--- config.mk ---
export PLATFORM = sky130hd
export DESIGN_NAME = scytale_codec
export DESIGN_NICKNAME = d
export VERILOG_FILES = /design/src/rtl/scytale_codec.sv
export SDC_FILE = /design/constraint.sdc
export NUM_CORES = 1
export LEC_CHECK = 0
export BUFFER_PORTS_ARGS = -buffer_cell sky130_fd_sc_hd__buf_4
export CAP_MARGIN = 15
export CORE_ASPECT_RATIO = 0.75
export CORE_UTILIZATION = 50
export CTS_BUF_LIST = sky130_fd_sc_hd__clkbuf_16
export DETAILED_ROUTE_END_ITERATION = 12
export GPL_ROUTABILITY_DRIVEN = 1
export PLACE_DENSITY = 0.68
export SLEW_MARGIN = 10
export SYNTH_ARGS = -nofsm -noshare
export SYNTH_HDL_FRONTEND = slang
export SYNTH_SLANG_ARGS = --single-unit
--- constraint.sdc ---
create_clock -name clk -period 6.5 [get_ports clk]
set_clock_uncertainty 0.1 [all_clocks]
set_input_delay 1.3 -clock clk [delete_from_list [all_inputs] [get_ports clk]]
set_output_delay 1.3 -clock clk [all_outputs]
set_load 0.03 [all_outputs]
--- src/rtl/scytale_codec.sv ---
// Scytale transposition codec: collects characters until START_TOKEN, then
// streams them back in scytale order (decrypt or encrypt) one per cycle.
module scytale_codec #(
  parameter int unsigned         D_WIDTH       = 8,
  parameter int unsigned         KEY_WIDTH     = 8,
  parameter int unsigned         MAX_NOF_CHARS = 50,
  parameter logic [D_WIDTH-1:0]  START_TOKEN   = 8'hFA
) (
  input  logic                 clk,
  input  logic                 rst,
  input  logic [D_WIDTH-1:0]   data_i,
  input  logic                 valid_i,
  input  logic [KEY_WIDTH-1:0] key_N,
  input  logic [KEY_WIDTH-1:0] key_M,
  input  logic                 mode_i,
  output logic [D_WIDTH-1:0]   data_o,
  output logic                 valid_o,
  output logic                 busy,
  output logic                 err_o,
  output logic                 ovf_o
);

  localparam int unsigned CW = $clog2(MAX_NOF_CHARS + 1);
  localparam int unsigned AW = (MAX_NOF_CHARS > 1) ? $clog2(MAX_NOF_CHARS) : 1;
  localparam int unsigned LW = 2 * KEY_WIDTH;

  typedef enum logic {StCollect, StEmit} state_e;

  state_e                 state_q, state_d;
  logic [CW-1:0]          count_q, count_d;
  logic [D_WIDTH-1:0]     data_q, data_d;
  logic                   valid_q, valid_d;
  logic                   busy_q, busy_d;
  logic                   err_q, err_d;
  logic                   ovf_q, ovf_d;
  // Per-message traversal parameters, frozen at the token.
  logic [KEY_WIDTH-1:0]   stride_q, stride_d;
  logic [KEY_WIDTH-1:0]   inner_q, inner_d;
  logic [CW-1:0]          len_q, len_d;
  // Traversal state: characters emitted, inner position, column base, index.
  logic [CW-1:0]          emit_q, emit_d;
  logic [KEY_WIDTH-1:0]   t_q, t_d;
  logic [AW-1:0]          col_q, col_d;
  logic [AW-1:0]          idx_q, idx_d;

  logic [D_WIDTH-1:0]     buf_q [MAX_NOF_CHARS];
  logic                   wr_en;
  logic [LW-1:0]          prod;

  // Message length only; the index path uses add/compare counters.
  assign prod = LW'(key_N) * LW'(key_M);

  // Next-state: collection, token checking and scytale-order traversal.
  always_comb begin
    state_d  = state_q;
    count_d  = count_q;
    data_d   = '0;
    valid_d  = 1'b0;
    busy_d   = busy_q;
    err_d    = 1'b0;
    ovf_d    = ovf_q;
    stride_d = stride_q;
    inner_d  = inner_q;
    len_d    = len_q;
    emit_d   = emit_q;
    t_d      = t_q;
    col_d    = col_q;
    idx_d    = idx_q;
    wr_en    = 1'b0;

    unique case (state_q)
      StCollect: begin
        if (valid_i) begin
          if (data_i == START_TOKEN) begin
            if ((prod == '0) || (prod != LW'(count_q)) ||
                (prod > LW'(MAX_NOF_CHARS))) begin
              err_d   = 1'b1;
              count_d = '0;
              ovf_d   = 1'b0;
            end else begin
              state_d  = StEmit;
              busy_d   = 1'b1;
              ovf_d    = 1'b0;
              // Decrypt walks stride N over M rows; encrypt swaps the roles.
              stride_d = mode_i ? key_M : key_N;
              inner_d  = mode_i ? key_N : key_M;
              len_d    = count_q;
              emit_d   = '0;
              t_d      = '0;
              col_d    = '0;
              idx_d    = '0;
            end
          end else if (count_q < CW'(MAX_NOF_CHARS)) begin
            wr_en   = 1'b1;
            count_d = count_q + CW'(1);
          end else begin
            ovf_d = 1'b1;
          end
        end
      end
      StEmit: begin
        if (emit_q != len_q) begin
          valid_d = 1'b1;
          data_d  = buf_q[idx_q];
          emit_d  = emit_q + CW'(1);
          if (t_q == inner_q - KEY_WIDTH'(1)) begin
            t_d   = '0;
            col_d = col_q + AW'(1);
            idx_d = col_q + AW'(1);
          end else begin
            t_d   = t_q + KEY_WIDTH'(1);
            // Modular add is exact: the true index is always below MAX_NOF_CHARS.
            idx_d = idx_q + AW'(stride_q);
          end
        end else begin
          state_d = StCollect;
          busy_d  = 1'b0;
          count_d = '0;
        end
      end
      default: state_d = StCollect;
    endcase
  end

  // Control and output registers with synchronous reset.
  always_ff @(posedge clk) begin
    if (rst) begin
      state_q  <= StCollect;
      count_q  <= '0;
      data_q   <= '0;
      valid_q  <= 1'b0;
      busy_q   <= 1'b0;
      err_q    <= 1'b0;
      ovf_q    <= 1'b0;
      stride_q <= '0;
      inner_q  <= '0;
      len_q    <= '0;
      emit_q   <= '0;
      t_q      <= '0;
      col_q    <= '0;
      idx_q    <= '0;
    end else begin
      state_q  <= state_d;
      count_q  <= count_d;
      data_q   <= data_d;
      valid_q  <= valid_d;
      busy_q   <= busy_d;
      err_q    <= err_d;
      ovf_q    <= ovf_d;
      stride_q <= stride_d;
      inner_q  <= inner_d;
      len_q    <= len_d;
      emit_q   <= emit_d;
      t_q      <= t_d;
      col_q    <= col_d;
      idx_q    <= idx_d;
    end
  end

  // Character buffer; contents are only read after being rewritten.
  always_ff @(posedge clk) begin
    if (wr_en) begin
      buf_q[count_q[AW-1:0]] <= data_i;
    end
  end

  assign data_o  = data_q;
  assign valid_o = valid_q;
  assign busy    = busy_q;
  assign err_o   = err_q;
  assign ovf_o   = ovf_q;

endmodule

==> run metrics, run 1 <==
status=completed; Tightest Pin Transition=~0.93 ns; WS Path Type=input port to register; PortBufs=39; number of global-route vias before repair=between 10000 and 15000; register area share after synthesis=0.6290; area delta synth->final=12.71%; Post-Syn Area per Cell=between 15 and 20 um^2; Detailed Routing Iterations Pass 1=5; Cell Area, Synth=21170 um^2; Starting Density=0.5133; Die ar.=around 43000 um^2; initial drt markers=1294; gp weighted congestion=about 1; Final nets=1518; pin count of the biggest net entering global routing=68; first-pass GRT wire length=roughly 73000 um; CORE AREA=approximately 41000 um^2; CP Capture Point=t_q[4]; share of the synthesized area in the top cell type=0.5675; HPWL after DPL=roughly 31000 um; synth warn=0; HP Class=register to register; setup violation total in the final timing report=0; commonest non-fill, non-tap cell in the layout=edfxtp_1; CP cell instances=buf_4 -> nand2_1 -> fa_1 -> inv_1 -> fa_1 -> inv_1 -> fa_1 -> inv_1 -> ha_1 -> ha_4 -> a21oi_4 -> a211oi_1 -> a2111oi_0 -> or4b_1 -> or4_4 -> or4_4 -> buf_4 -> a21oi_2 -> mux2i_1; die width=approximately 240 um; leakage power=0.008021 uW; Worst path max stage delay=~0.59 ns; Final min period=6.292 ns; EDFF count, synth=400; WP buf/inv=5; DRC violations left=0; max cap viols=0; reg-to-reg critical path startpoint=count_q[3]; row cnt=64; Max H-tree Level=2; Setup crit end kind=register; Startpoint Class=input port; RSZ-0062 raised after global routing=false; maximum clock insertion buffer count=3; R2R Path End=t_q[4]; synth top area cells=edfxtp_1 57%, mux4_2 14%, dfxtp_1 6.1%; vias per inst=5.952; Synth Net Count=1436; total power=6597 uW; CTS Sinks=approximately 470; cell count after synthesis=1325; Max Slew Vio Count=0; r2r setup slk=approximately 2.7 ns; CTS Root Cell=clkbuf_16; Peak VDD IR=0.2480 mV; GR Util All Layers=0.2283; Critical Path RT=6.88 ns; Ant. Diodes=0; layout cell share with drive strength beyond 1=0.2369; hold slack final=~0.39 ns; Placed Area=22550 um^2; CP max FO=7; Final Non-Filler Cells=1996; post-layout util=0.5785; largest area contributor in the netlist=edfxtp_1; most frequent cells in the layout=400 x edfxtp_1, 128 x mux4_2, 111 x buf_4; DR WL/cell=23.81 um; Antenna Violating Nets Remaining=0; achievable frequency=~160 MHz; R2R cell count=9; initial antenna violation count=2; Inst Count DP=1921; Worst-Skew Late Latency=between 0.5 and 0.6 ns; Slowest-stage cell, CP=fa_1; I/O Pins=40; total CTS buffers=44; cell family with most CP delay=adder cells; top_reg_cell synth=edfxtp_1; Overflow after GRT=0; final instance area=23860 um^2; DR vias=11880; Async SR Flop Fraction=0; Slew HR=0.3767; Die Ht=180.2 um; Clk pin slew, worst setup/hold paths=about 0.060 ns; worst setup path start=key_N[4]; CTS tree=built; Fin. Hold Viols=0; Worst Path Arrival=roughly 6.7 ns; CP Depth=19; power density cells=276.5 nW/um^2; Seq cells post-synth=465; Synth cell types=roughly 70; total wire length=47530 um; final critical-path share of the clock period=0.9680
## cells by family (layout without fill, tap and decap cells)
kind of cell | Yosys count | count (layout) | synth area share
compound gates | 118 | 118 | 0.03860
xor+xnor | 36 | 36 | 0.01490
fa+ha+maj | 83 | 83 | 0.06219
buf+inv | 137 | 247 | 0.02483
flops | 465 | 465 | 0.6290
mux | 167 | 167 | 0.1552
simple gates | 319 | 319 | 0.07537
## worst register-to-register path: cells and delay by family (launching register included)
kind | cells | cell delay, ns
compound gates | 2 | 0.47
xor+xnor | 1 | 0.19
buf+inv | 1 | 0.21
flops | 1 | 0.75
mux | 1 | 0.19
simple gates | 4 | 1.83
## cells in the mapped netlist (all sizes together), types with 11 or more instances
library cell	count
nand2	63
buf	16
edfxtp	400
mux2i	30
mux4	128
ha	46
nor3	11
a21oi	31
and2	38
xor2	15
inv	59
nand3	38
fa	37
o21ai	16
xnor2	21
a211oi	24
clkbuf	62
dfxtp	65
nor2	99
## timing repair
item / CTS / global route
resized for setup: 0 / 4
setup buffers: 0 / 1
setup endpoints to repair: 0 / 15
endpoints found under the hold margin: 0 / 0
hold buffers: 0 / 0
## how the worst min path moves through the flow
stage                     cells past startpoint      from  endpoint  slack (ns)
final                                         1      busy      busy        0.39
after global routing                          1      busy      busy        0.43
after CTS                                     1      busy      busy        0.40
after detailed placement                      1      busy      busy        0.39
after global placement                        1      busy      busy        0.38
after floorplan                               2  col_q[1]  col_q[1]        0.36
## state kept, by name, summed over array words and instances, names as in the netlist, 6 cells and up
register	count
emit_q	6
t_q	8
buf_q	400
idx_q	6
data_o	8
stride_q	6
inner_q	8
count_q	6
col_q	6
len_q	6
## per-stage QoR
stage,setup slack [ns],TNS [ns]
after global routing,0.003253,0
after CTS,0.2606,0
after floorplan,0.0005818,0
after detailed placement,-0.3365,-9.397
after global placement,-0.2573,-8.015
final,0.2078,0
## layer usage
metal | track usage | wire length, um
met1 | 0.3657 | 22400
met2 | 0.3199 | 20550
met3 | 0.04917 | 3819
met4 | 0.04769 | 764
met5 | 0 | 0
## layout make-up
class | count | area, um^2
clock buffer | 45 | 1126
timing repair buffer | 114 | 893.4
inverter | 59 | 221.5
tap | 561 | 701.9
sequential | 465 | 13320
fill | 3101 | 17380
clock inverter | 29 | 161.4
multi-input combinational | 723 | 7430
## power by group
group          internal (uW)  switching [uW]
sequential              3240            4.55
combinational            449             550
clock                   1290            1060
total                   4980            1620
No activity file was read; power rests on OpenSTA's default activity.
==> inputs of run 2 (changes only) <==
CORE_UTILIZATION = 40   (was 50)
GPL_TIMING_DRIVEN = 0   (was default)
PLACE_DENSITY = default   (was 0.68)
==> run 2 against run 1 <==
Wire length grew 7.0%; clock power is 21% higher; first-iteration DRC count is 4.9% lower; hold slack worse by 0.0017 ns; cell count rose by 7.1%; utilization decreased by 11 points; power grew 5.3%; critical path depth fell by 1; register-to-register slack lost 0.54 ns; critical path type unchanged; largest power group unchanged.
==> run metrics, run 2 (same netlist as run 1, synthesis figures left out) <==
status=completed; Final min period=~6.3 ns; Hold EP=col_q[1]; Worst Hold Launch=col_q[1]; Fin. Hold Viols=0; achievable frequency=157.8 MHz; Detailed Routing Iterations Pass 1=5; Post-CTS Repair Setup Buffers=0; total CTS buffers=45; Antenna Violating Nets Remaining=0; vias per inst=5.630; reg-to-reg critical path startpoint=idx_q[1]; leakage power=0.007920 uW; R2R Path End=data_o[2]; Largest register FFs=400; Startpoint Class=input port; cell family with most CP delay=adder cells; R2R cell count=7; Critical Path RT=6.88 ns; pre-CTS WS=-0.8468 ns; most frequent cells in the layout=400 x edfxtp_1, 128 x mux4_2, 99 x nor2_1; Sw Share=0.2370; I/O Pins=40; row cnt=72; CORE AREA=51890 um^2; Worst path max stage delay=0.59 ns; CP cell instances=clkbuf_4 -> nand2_1 -> fa_1 -> fa_2 -> fa_2 -> fa_1 -> inv_1 -> ha_1 -> clkbuf_8 -> or3b_1 -> o221ai_1 -> a2111oi_0 -> or4b_4 -> or4_4 -> or4_4 -> buf_6 -> a21oi_2 -> mux2i_1; setup violation total in the final timing report=0; initial drt markers=1230; # hold bufs at CTS=0; power density cells=roughly 290 nW/um^2; Peak VDD IR=between 0.2 and 0.25 mV; post-layout util=0.4644; WS Path Type=input port to register; net switching power=1646 uW; WP buf/inv=4; die width=267.6 um; Tightest Pin Transition=1.096 ns; RSZ-0062 raised after global routing=true; number of global-route vias before repair=12010; register share of total power=0.467; Final nets=between 1500 and 2000; HPWL after DPL=34280 um; Starting Density=0.4079; internal power=5299 uW; Slowest-stage cell, CP=or4_4; HP Class=register to register; first-pass GRT wire length=~77000 um; Worst Path Arrival=6.72 ns; commonest non-fill, non-tap cell in the layout=edfxtp_1; Max Slew Vio Count=0; DR vias=about 12000; DRC violations left=0; CTS Sinks=465; area delta synth->final=13.85%; initial antenna violation count=1; hold slack final=roughly 0.4 ns; layout cell share with drive strength beyond 1=0.1975; Die ar.=53850 um^2; r2r setup slk=2.17 ns; Setup crit end kind=register; gp weighted congestion=0.8034; combinational power share=0.123; final critical-path share of the clock period=0.9750; CTS tree=built; Slew HR=0.2697; Clk pin slew, worst setup/hold paths=0.07 ns; CTS Root Cell=clkbuf_16; PortBufs=26; pin count of the biggest net entering global routing=52; Die Ht=around 200 um; Max H-tree Level=2; Worst-Skew Late Latency=0.55 ns; setup slack after layout=0.1625 ns; Inst Count DP=2054; total wire length=50860 um; GR Util All Layers=0.1935; CP max FO=10; Hold Path Cell Cnt=2; Overflow after GRT=0; setup TNS=0 ns; clock power share=0.410; maximum clock insertion buffer count=3; Final Non-Filler Cells=2137; DR WL/cell=23.80 um; max cap viols=0
[run 2: repair_timing]
item	4_1_cts	5_1_grt
endpoints found under the hold margin	0	0
resized for setup	4	15
endpoints found under the setup margin	30	46
pin swaps	0	1
[run 2: routing by layer]
layer  vias to the layer above  global-route usage  wire [um]
li1                       5270                   -          -
met1                      6250              0.2940      23150
met2                       431              0.2778      21940
met3                        78             0.05250       4819
met4                         2             0.03816        938
met5                         -                   0         13
[run 2: through the flow]
stage          total power (uW)  area, um^2
5_1_grt                    7211       24100
6_report                   6945       24100
3_3_place_gp               4118       22410
2_1_floorplan              3915       21340
3_5_place_dp               4120       22410
4_1_cts                    6959       24040
[run 2: final cells by class]
class | instances | area (um^2)
diodes | 1 | 2.502
plain buffers | 76 | 395.4
clock buffers | 47 | 1176
clock inverters | 36 | 424.2
fillers | 4500 | 27790
inverters | 59 | 221.5
multi-input cells | 723 | 7476
flip-flops and latches | 465 | 13310
well taps | 703 | 879.6
repair buffers | 27 | 210.2
[run 2: power groups by stage]
stage	registers, uW	logic, uW	clock network (uW)
after floorplan	3310	604	0
after detailed placement	3310	810	0
final	3250	853	2850
after global routing	3240	956	3010
after CTS	3250	827	2890
after global placement	3310	807	0
[run 2: worst reg2reg max path: stages (launching register included)]
cell,delay [ns]
dfxtp_1,0.40
clkbuf_1,0.50
clkbuf_1,0.64
clkbuf_1,0.85
mux4_2,0.48
mux4_2,0.56
mux4_2,0.48
and3_1,0.21
[run 2: how the worst max path moves through the flow]
| stage | start | end | cells past startpoint | slack, ns |
|---|---|---|---|---|
| after floorplan | key_N[3] | t_q[3] | 18 | 0.0006 |
| after global placement | key_M[7] | t_q[7] | 17 | -0.73 |
| after detailed placement | key_M[7] | t_q[5] | 17 | -0.85 |
| after CTS | key_N[0] | col_q[5] | 19 | 0.004 |
| after global routing | key_M[5] | emit_q[3] | 18 | -0.004 |
| final | key_M[5] | emit_q[4] | 18 | 0.16 |
==> inputs of run 3 (changes only) <==
clock period = 6.6 ns   (was 6.5 ns; I/O delays follow)
==> run 3 against run 2 <==
Worst setup slack worse by 0.026 ns; critical path depth did not move; clock power shrank 15%; via count shrank 0.76%; sequential cell count unchanged; first-iteration DRC count shrank 7.2%; cell area down 0.78%; die area unchanged.
==> run metrics, run 3 (same netlist as run 1, synthesis figures left out) <==
Slew HR=0.2810; Worst Hold Launch=busy; gp weighted congestion=0.8080; hold slack final=0.3700 ns; pin count of the biggest net entering global routing=52; first-pass GRT wire length=77670 um; WS Path Type=input port to register; Worst Path Arrival=6.77 ns; HPWL after DPL=34750 um; maximum clock insertion buffer count=3; register share of total power=0.491; die width=267.6 um; leakage power=0.007845 uW; Final Non-Filler Cells=2139; R2R Path End=data_o[1]; PortBufs=26; r2r setup slk=about 2.2 ns; Layout fillers=4531; top layer reached by signal wires=met5; setup violation total in the final timing report=0; Final nets=1514; Fin. Hold Viols=0; GR Util All Layers=0.1959; Hold EP=busy; Setup crit end kind=register; layout cell share with drive strength beyond 1=0.1950; routed wl met2=22680 um; Die ar.=between 50000 and 60000 um^2; CORE AREA=51890 um^2; initial drt markers=around 1100; post-layout util=0.4608; HP Class=register to register; Slowest-stage cell, CP=or4_4; CTS Sinks=465; row cnt=72; most used cell, CP=fa_1; total wire length=roughly 52000 um; Placed Area=~22000 um^2; Met1 Routed Length=23950 um; status=completed; CP max FO=10; CTS Root Cell=clkbuf_16; combinational power share=0.138; routed wl met3=4134 um; max cap viols=0; Worst-Skew Late Latency=around 0.56 ns; DRC violations left=0; initial antenna violation count=2; R2R cell count=7; Starting Density=0.4079; Worst path max stage delay=0.58 ns; number of global-route vias before repair=11890; Peak VDD IR=0.1792 mV; Multi-input gate area=7458 um^2; Final min period=6.463 ns; Startpoint Class=input port; area delta synth->final=12.96%; total CTS buffers=43; Tightest Pin Transition=about 1.1 ns; Die Ht=201.2 um; RSZ-0062 raised after global routing=false; Hold Path Cell Cnt=1; Antenna Violating Nets Remaining=0; power density cells=~270 nW/um^2; DR vias=11940; Clk pin slew, worst setup/hold paths=0.06 ns; CP cell instances=buf_6 -> nand2_2 -> fa_1 -> fa_1 -> fa_1 -> fa_1 -> inv_2 -> ha_4 -> buf_6 -> or3b_4 -> o221ai_2 -> a2111oi_0 -> or4b_4 -> or4_4 -> or4_4 -> buf_12 -> a22oi_1 -> o31ai_1; Max Slew Vio Count=0; Largest register FFs=400; achievable frequency=154.7 MHz; Max H-tree Level=2; Ant. Diodes=0; Critical Path RT=6.91 ns; Overflow after GRT=0; vias per inst=5.582; final critical-path share of the clock period=0.9793; most frequent cells in the layout=400 x edfxtp_1, 128 x mux4_2, 99 x nor2_1; total power=6509 uW; Register Area=13310 um^2; clock power share=0.370; internal power=just under 5000 uW; final instance area=23910 um^2; DR WL/cell=around 24 um; Detailed Routing Iterations Pass 1=5; reg-to-reg critical path startpoint=idx_q[0]; commonest non-fill, non-tap cell in the layout=edfxtp_1; Inst Count DP=2054; net switching power=about 1600 uW; CTS tree=built; Sw Share=0.2485; I/O Pins=40
[run 3: changes by cell type in the layout (fill, tap and decap cells not counted), moves of 3 or more]
cell       delta
clkinv_2      -5
buf_4         +3
bufinv_16     -7
clkbuf_16     -4
inv_1         +4
buf_6        +12
clkbuf_4      -5
clkbuf_8      -5
nand2_2       +3
clkinv_1      +3
[run 3: critical path: cells and delay by family]
kind / cells / cell delay, ns
buffers and inverters: 4 / 0.52
AO/OA/AOI/OAI: 4 / 0.68
AND/OR/NAND/NOR: 5 / 1.98
adder cells (fa/ha/maj): 5 / 2.26
[run 3: metrics by stage]
stage / worst slack [ns] / setup TNS, ns
CTS: 0.001195 / 0
global placement: -0.9265 / -41.86
floorplan: 0.002228 / 0
finish: 0.1369 / 0
detailed placement: -1.034 / -46.03
global route: 0.003024 / 0
[run 3: how the worst max path moves through the flow]
stage                     cells past startpoint         to  slack, ns      from
final                                        18   col_q[3]       0.14  key_N[5]
after global routing                         18     t_q[4]      0.003  key_N[5]
after CTS                                    18   col_q[5]      0.001  key_M[6]
after detailed placement                     18  emit_q[3]      -1.03  key_N[0]
after global placement                       18  emit_q[3]      -0.93  key_N[0]
after floorplan                              18     t_q[3]      0.002  key_N[3]
[run 3: area by class of cell]
class | instances | share of cell area
multi-input combinational | 723 | 0.3119
clock inverter | 34 | 0.009942
tap | 703 | 0.03679
buffer | 77 | 0.01727
sequential | 465 | 0.5568
timing repair buffer | 34 | 0.01198
clock buffer | 44 | 0.04605
inverter | 59 | 0.009262
[run 3: what timing repair did]
| action | 4_1_cts | 5_1_grt |
|---|---|---|
| setup endpoints to repair | 51 | 51 |
| resized for setup | 8 | 67 |
| setup buffers | 0 | 6 |
| hold buffers | 0 | 0 |
| pin swaps | 0 | 13 |
| hold endpoints to repair | 0 | 0 |
[run 3: power groups by stage]
stage          combinational [uW]  clock [uW]  sequential [uW]
2_1_floorplan                 547           0             3260
3_3_place_gp                  764           0             3260
3_5_place_dp                  780           0             3260
4_1_cts                       799        2440             3200
5_1_grt                      1000        2550             3200
6_report                      901        2410             3200
[run 3: routing by layer]
metal | GRT usage | up-vias
met5 | 0.01532 | -
li1 | - | 5269
met1 | 0.2990 | 6197
met3 | 0.04932 | 63
met2 | 0.2820 | 408
met4 | 0.03673 | 2
